$ cat src/rtl/bin_to_bcd_encoder.sv
// Sequential binary-to-BCD encoder (double dabble), one input bit per clock.
// Results that do not fit in DIGITS decimal digits are shown as all-dash codes (4'ha).
module bin_to_bcd_encoder #(
  parameter int BIN_WIDTH = 16,
  parameter int DIGITS    = 4
) (
  input  logic                  clk,
  input  logic                  rst,
  input  logic                  start,
  input  logic [BIN_WIDTH-1:0]  bin_in,
  output logic                  busy,
  output logic                  done,
  output logic                  ovf,
  output logic [4*DIGITS-1:0]   bcd_out
);

  localparam int INT_DIGITS = (BIN_WIDTH + 2) / 3;
  localparam int ACC_W      = 4 * INT_DIGITS;
  localparam int MAX_DIGITS = (DIGITS > INT_DIGITS) ? DIGITS : INT_DIGITS;
  localparam int CNT_W      = $clog2(BIN_WIDTH + 1);

  typedef enum logic [1:0] {IDLE, SHIFT, FINISH} state_t;

  state_t               state, state_next;
  logic [ACC_W-1:0]     acc;
  logic [BIN_WIDTH-1:0] sh;
  logic [CNT_W-1:0]     cnt;

  // Add 3 to every accumulator digit >= 5 so the following shift carries correctly.
  function automatic logic [ACC_W-1:0] add3(input logic [ACC_W-1:0] a);
    logic [ACC_W-1:0] r;
    r = a;
    for (int i = 0; i < INT_DIGITS; i++) begin
      if (a[4*i +: 4] >= 4'd5) r[4*i +: 4] = a[4*i +: 4] + 4'd3;
    end
    return r;
  endfunction

  // Returns {ovf, digits}: dashes when any digit above the displayed range is non-zero.
  function automatic logic [4*DIGITS:0] saturate(input logic [ACC_W-1:0] a);
    logic [4*MAX_DIGITS-1:0] ext;
    ext = '0;
    ext[ACC_W-1:0] = a;
    if ((ext >> (4*DIGITS)) != '0) return {1'b1, {DIGITS{4'ha}}};
    else                          return {1'b0, ext[4*DIGITS-1:0]};
  endfunction

  always_ff @(posedge clk or posedge rst) begin
    if (rst) state <= IDLE;
    else     state <= state_next;
  end

  always_comb begin
    state_next = state;
    case (state)
      IDLE:    if (start) state_next = SHIFT;
      SHIFT:   if (cnt == CNT_W'(BIN_WIDTH - 1)) state_next = FINISH;
      FINISH:  state_next = IDLE;
      default: state_next = IDLE;
    endcase
  end

  always_ff @(posedge clk or posedge rst) begin
    if (rst) begin
      sh      <= '0;
      acc     <= '0;
      cnt     <= '0;
      busy    <= 1'b0;
      done    <= 1'b0;
      ovf     <= 1'b0;
      bcd_out <= '0;
    end else begin
      done <= 1'b0;
      busy <= (state_next != IDLE);
      case (state)
        IDLE: begin
          if (start) begin
            sh  <= bin_in;
            acc <= '0;
            cnt <= '0;
          end
        end
        SHIFT: begin
          {acc, sh} <= {add3(acc), sh} << 1;
          cnt       <= cnt + 1'b1;
        end
        FINISH: begin
          {ovf, bcd_out} <= saturate(acc);
          done           <= 1'b1;
        end
        default: ;
      endcase
    end
  end

endmodule

$ cat config.mk
export PLATFORM = sky130hd
export DESIGN_NAME = bin_to_bcd_encoder
export DESIGN_NICKNAME = d
export VERILOG_FILES = /design/src/rtl/bin_to_bcd_encoder.sv
export SDC_FILE = /design/constraint.sdc
export NUM_CORES = 1
export LEC_CHECK = 0
export CAP_MARGIN = 25
export CORE_AREA = 2 2 80 82
export DETAILED_ROUTE_END_ITERATION = 8
export DIE_AREA = 0 0 82 84
export GPL_TIMING_DRIVEN = 0
export PLACE_DENSITY = 0.76
export SKIP_CTS_REPAIR_TIMING = 1
export SLEW_MARGIN = 20
export SYNTH_ARGS = -nofsm -noshare
export SYNTH_HDL_FRONTEND = slang
export SYNTH_SLANG_ARGS = --single-unit
$ cat constraint.sdc
create_clock -name clk -period 2.9 [get_ports clk]
set_input_delay 0.725 -clock clk [delete_from_list [all_inputs] [get_ports clk]]
set_output_delay 0.725 -clock clk [all_outputs]
set_load 0.1 [all_outputs]
* After elaboration in Yosys (flattened, before gate mapping)
Cells that the tools add are included.
Storage, ports and cells: bits in registers 66, input bits 19, output and inout bits 19, logic and storage cells 47
Operators by class: add/subtract/negate cells 7, magnitude comparators 6, eq/ne operators 4, multiplexer cells 17, reduce and logical (&&, ||, !) cells 5
Operators with widths (number):
- 24-bit case mux with 2 select lines | 1
- 16-bit case mux with 2 select lines | 1
- 4-bit by 3-bit greater-or-equal comparator with 1-bit output (second input constant) | 6
- 24-bit 2-to-1 mux | 1
- 24-bit nonzero test | 1
- 4-bit by 2-bit adder with 4-bit output (second input constant) | 5
- 4-bit 2-to-1 mux | 5
- 17-bit 2-to-1 mux | 1
- 16-bit 2-to-1 mux | 1
- 5-bit case mux with 2 select lines | 1
- 5-bit by 1-bit adder with 5-bit output (second input constant) | 1
- 5-bit by 4-bit equality test with 1-bit output (second input constant) | 1
- 5-bit 2-to-1 mux | 1
- 2-bit 2-to-1 mux | 2
- 2-bit case mux with 2 select lines | 1
- 2-bit nonzero test | 2
- 3-bit by 2-bit adder with 3-bit output (second input constant) | 1
- 3-bit 2-to-1 mux | 1
- 2-bit by 1-bit equality test with 1-bit output (second input constant) | 1
- 2-bit equality test (second input constant) | 1
- 2-bit logical NOT | 1
- 2-bit inequality test (second input constant) | 1
- 2-bit AND reduction | 1
- 1-bit 2-to-1 mux | 1

* Longest topological paths before layout
Gate-level depths: netlist of the first run.
depth after elaboration 4, mapped depth 8, mapped depth without buffers 6

* Worst setup path before layout of the first run
No wires, ideal clock.
path type reg2out, from register bcd_out[13], to output bcd_out[13], arrival time 0.898 ns, data required time 2.175 ns, path slack 1.277 ns, cell stages (with the launch flop) 1, buffers on the path 0, path through dfrtp_1
RTL lines:
- start, declared | RTL line 14 | output logic [4*DIGITS-1:0] bcd_out
- start signal, assigned | RTL line 88 | {ovf, bcd_out} <= saturate(acc);
No word-level cell between the ends.

* Final worst setup path of the first run
from register bcd_out[4], to output bcd_out[4]
No word-level cell between the ends.

==> flow_results.xml, run 1 <==
<?xml version="1.0" encoding="UTF-8"?>
<metrics>
  <group name="grt">
    <metric name="pin_count_of_the_biggest_net_entering_global_routing" unit="">39</metric>
    <metric name="grt_first_pass_wirelength" unit="mm">11.5</metric>
    <metric name="grt_usage" unit="%">21.9</metric>
    <metric name="total_gr_overflow" unit="">0</metric>
    <metric name="grt_antenna_before_repair" unit="">0</metric>
    <metric name="first_global_vias" unit="">2445</metric>
  </group>
  <group name="timing">
    <metric name="fin_tns_setup" unit="ps">0</metric>
    <metric name="rsz0062_at_grt" unit="">no</metric>
    <metric name="slew-limit-headroom" unit="%">35.2</metric>
    <metric name="maxSlewViolCount" unit="">0</metric>
    <metric name="achievable-frequency" unit="GHz">0.390</metric>
    <metric name="finalHoldViolations" unit="">0</metric>
    <metric name="final.period_utilization" unit="%">88.3</metric>
    <metric name="setup_failing_eps_final" unit="">0</metric>
    <metric name="timing.clock.skew" unit="ps">6.17</metric>
    <metric name="tightest_slew" unit="ps">968</metric>
    <metric name="finalWorstPathRequiredPeriod" unit="ps">2560</metric>
  </group>
  <group name="critical_path">
    <metric name="cp_slowest_cell" unit="">clkdlybuf4s50_1</metric>
    <metric name="max_stage_delay" unit="ps">1130</metric>
    <metric name="crit_path_start" unit="">bcd_out[4]</metric>
    <metric name="r2r_cells" unit="">6</metric>
    <metric name="cp_top_family" unit="">buffers and inverters</metric>
    <metric name="critPathCaptureType" unit="">output pin</metric>
    <metric name="path_max_fanout" unit="">2</metric>
    <metric name="critical_path.reg2reg.startpoint" unit="">acc[20]</metric>
    <metric name="reg2reg_setup_slack" unit="ps">1240</metric>
    <metric name="cp.required" unit="ps">2170</metric>
    <metric name="timing.critical_path.to" unit="">bcd_out[4]</metric>
    <metric name="cp_num_cells" unit="">1</metric>
    <metric name="kind_of_launch_point_of_the_worst_setup_path" unit="">register</metric>
    <metric name="worstReg2RegEnd" unit="">bcd_out[11]</metric>
    <metric name="worst_ep_arrival_time" unit="ps">1840</metric>
    <metric name="critPathBufInv" unit="">1</metric>
    <metric name="critPathKind" unit="">register to output pin</metric>
    <metric name="worstPathCellList" unit="">clkdlybuf4s50_1</metric>
  </group>
  <group name="cells_and_area">
    <metric name="post_route_cells_drive_above_1_share" unit="%">9.68</metric>
    <metric name="num_antenna_cells" unit="">0</metric>
    <metric name="fillers" unit="">516</metric>
    <metric name="nNetsFinal" unit="">402</metric>
    <metric name="area.growth.synth_to_final" unit="%">21.7</metric>
  </group>
  <group name="drt">
    <metric name="initial_drc_count" unit="">201</metric>
    <metric name="routedLengthMet1" unit="mm">2.97</metric>
    <metric name="routed.top_layer" unit="">met4</metric>
    <metric name="postRouteAntennaNets" unit="">0</metric>
    <metric name="vias_per_inst" unit="">5.61</metric>
    <metric name="route.detailed.drc" unit="">0</metric>
    <metric name="met3WireLength" unit="um">261</metric>
    <metric name="dr_total_vias" unit="">2519</metric>
    <metric name="drtPass1Iterations" unit="">4</metric>
    <metric name="postRouteWirelength" unit="mm">6.67</metric>
    <metric name="detail_route_met2_wl" unit="mm">3.30</metric>
    <metric name="drt-wirelength-per-cell" unit="um">14.9</metric>
  </group>
  <group name="clocking">
    <metric name="numCtsBuffers" unit="">9</metric>
    <metric name="clk_pin_slew_worst_paths" unit="ps">70</metric>
    <metric name="htreeDepth" unit="">3</metric>
    <metric name="cts_tree" unit="">built</metric>
    <metric name="clock_insertion_delay_worst_skew" unit="ps">340</metric>
    <metric name="number_of_buffers_on_the_longest_clock_path" unit="">2</metric>
    <metric name="numClockSinks" unit="">66</metric>
    <metric name="clock_tree.root_cell" unit="">clkbuf_8</metric>
  </group>
  <group name="power_and_ir_drop">
    <metric name="vdd_drop_max" unit="mV">0.481</metric>
    <metric name="p_seq_share" unit="%">36.9</metric>
    <metric name="power.clock.fraction" unit="%">20.2</metric>
    <metric name="p_int" unit="mW">2.33</metric>
    <metric name="net_load_switching_power" unit="mW">1.59</metric>
    <metric name="switching_share" unit="%">40.5</metric>
    <metric name="power.share.combinational" unit="%">42.8</metric>
    <metric name="power-per-cell-area" unit="mW/mm2">1010</metric>
    <metric name="power_leakage" unit="nW">1.74</metric>
    <metric name="fin_total_pwr" unit="mW">3.92</metric>
  </group>
  <group name="synth">
    <metric name="synth.net_count" unit="">353</metric>
    <metric name="synth_seq_area_share" unit="%">51.8</metric>
    <metric name="synth.distinct_cells" unit="">38</metric>
    <metric name="netlist_top_cells_area" unit="">dfrtp_1, ha_1, nand2_1</metric>
    <metric name="synth_area" unit="mm2">0.00319</metric>
    <metric name="netlist.area_leader.share" unit="%">51.8</metric>
    <metric name="synth_area_leader_cell" unit="">dfrtp_1</metric>
    <metric name="synth.ff_latch_count" unit="">66</metric>
    <metric name="synthesis.instances" unit="">318</metric>
    <metric name="synth_area_per_cell" unit="um2">10.0</metric>
    <metric name="synth.yosys.warnings" unit="">0</metric>
  </group>
  <group name="status">
    <metric name="run_status" unit="">complete, no violations</metric>
  </group>
  <group name="job">
    <metric name="max_capacitance_violation_count" unit="">0</metric>
  </group>
  <group name="floorplanning">
    <metric name="pin_count" unit="">38</metric>
    <metric name="initial_utilization" unit="%">52.3</metric>
    <metric name="die_area" unit="mm2">0.00689</metric>
    <metric name="rows" unit="">29</metric>
    <metric name="floorplan.die.height" unit="um">84</metric>
    <metric name="dieWidth" unit="um">82</metric>
    <metric name="core_region_area" unit="mm2">0.00610</metric>
  </group>
  <group name="min_path">
    <metric name="timing.hold.worst.class" unit="">register to register</metric>
  </group>
  <group name="placed_design">
    <metric name="dp_hpwl" unit="mm">4.66</metric>
    <metric name="port_buffers" unit="">37</metric>
    <metric name="gp_routability_congestion" unit="">0.825</metric>
  </group>
</metrics>
-- cells in the final DEF (no fill, tap or decap), types with 5 or more instances in the layout --
cell | netlist | final
nand2_1 | 40 | 40
a21oi_1 | 14 | 14
xnor2_1 | 6 | 6
clkbuf_1 | 5 | 5
a31oi_1 | 16 | 16
nand2b_1 | 7 | 7
ha_1 | 16 | 16
buf_2 | 9 | 9
o31ai_1 | 10 | 10
clkdlybuf4s50_1 | 0 | 37
inv_1 | 14 | 13
nor2_1 | 9 | 9
nand3_1 | 11 | 11
dfrtp_1 | 66 | 66
a32o_1 | 7 | 7
clkbuf_8 | 0 | 11
o21ai_0 | 27 | 27
o22ai_1 | 9 | 9
o311ai_1 | 6 | 6
and2_1 | 13 | 13
-- synth_stat cells --
cell type and instances:
a21oi_1 14, a22o_1 1, a22oi_1 3, a31oi_1 16, a32o_1 7, and2_1 13, and2b_1 1, and3_1 1
and3b_1 1, buf_1 1, buf_2 9, buf_4 1, buf_6 2, clkbuf_1 5, dfrtp_1 66, ha_1 16
inv_1 14, inv_2 3, nand2_1 40, nand2_2 1, nand2b_1 7, nand3_1 11, nand3b_1 1, nor2_1 9
nor2_4 1, nor2b_1 3, nor3_1 2, nor3b_1 2, nor4b_2 1, o21ai_0 27, o21ai_1 1, o22ai_1 9
o311ai_1 6, o31ai_1 10, o32ai_1 3, or2_1 1, xnor2_1 6, xor2_1 3
-- cell families (layout without fill, tap and decap cells) --
family,after synthesis,after routing,synth area share (%)
fa+ha+maj,16,16,6.27
xor+xnor,9,9,2.47
compound gates,97,97,19.5
flops,66,66,51.8
buf+inv,35,89,5.06
simple gates,95,95,14.9
-- worst min-delay path, stage by stage (launching register included) --
cell and delay (ps):
dfrtp_1 340, nand2_1 50, nand2_1 50
-- layout make-up --
type	instances	area, um2	area share [%]
flip-flops and latches	66	1650	42.5
multi-input cells	217	1380	35.5
repair buffers	38	390	10.1
clock buffers	11	151	3.90
plain buffers	18	97.6	2.51
well taps	77	96.3	2.48
inverters	17	66.3	1.71
clock inverters	5	52.6	1.35
-- power by group through the flow --
stage / combinational [mW] / clock [mW] / sequential, mW
after floorplan: 1.14 / 0 / 1.57
after global placement: 1.62 / 0 / 1.44
after detailed placement: 1.68 / 0 / 1.46
after CTS: 1.69 / 0.810 / 1.44
after global routing: 1.87 / 0.853 / 1.49
final: 1.68 / 0.793 / 1.45
-- routing by layer --
metal	track usage [%]	vias up
met5	0	-
met4	9.85	0
met3	5.09	12
met2	35.0	57
met1	28.0	1225
li1	-	1225
-- worst min path at each step --
stage | end | from | depth (start not counted) | slack, ps
6_report | bcd_out[6] | bcd_out[6] | 2 | 470
5_1_grt | sh[3] | sh[3] | 2 | 500
3_3_place_gp | bcd_out[11] | bcd_out[11] | 2 | 450
2_1_floorplan | sh[10] | sh[10] | 2 | 440
4_1_cts | bcd_out[10] | bcd_out[10] | 2 | 480
3_5_place_dp | bcd_out[3] | bcd_out[3] | 2 | 460
-- metrics by stage --
stage / hold slack (ps) / cell area, um2 / setup slack (ps) / util (%) / instances
6_report: 471 / 3880 / 338 / 63.7 / 449
5_1_grt: 496 / 3880 / 261 / 63.7 / 449
4_1_cts: 476 / 3880 / 313 / 63.7 / 449
3_5_place_dp: 459 / 3680 / 514 / 60.4 / 433
3_3_place_gp: 450 / 3660 / -634 / 60.0 / 432
2_1_floorplan: 442 / 3190 / 520 / - / 318
-- state kept, by name, indices dropped and copies added, names as in the netlist --
signal   count
sh          16
acc         24
busy         1
cnt          5
state        2
bcd_out     16
ovf          1
done         1
(Power assumes the default switching activity.)
==> run 2, diff against run 1 <==
SKIP_LAST_GASP = 1   (was default)
==> results of run 2 <==
The final DEF is identical to that of run 1; final timing and power are the same.
==> run 3, diff against run 2 <==
ABC_CLOCK_PERIOD_IN_PS = 2900   (was default)
==> results of run 3 <==
The final DEF is identical to that of run 1; final timing and power are the same.
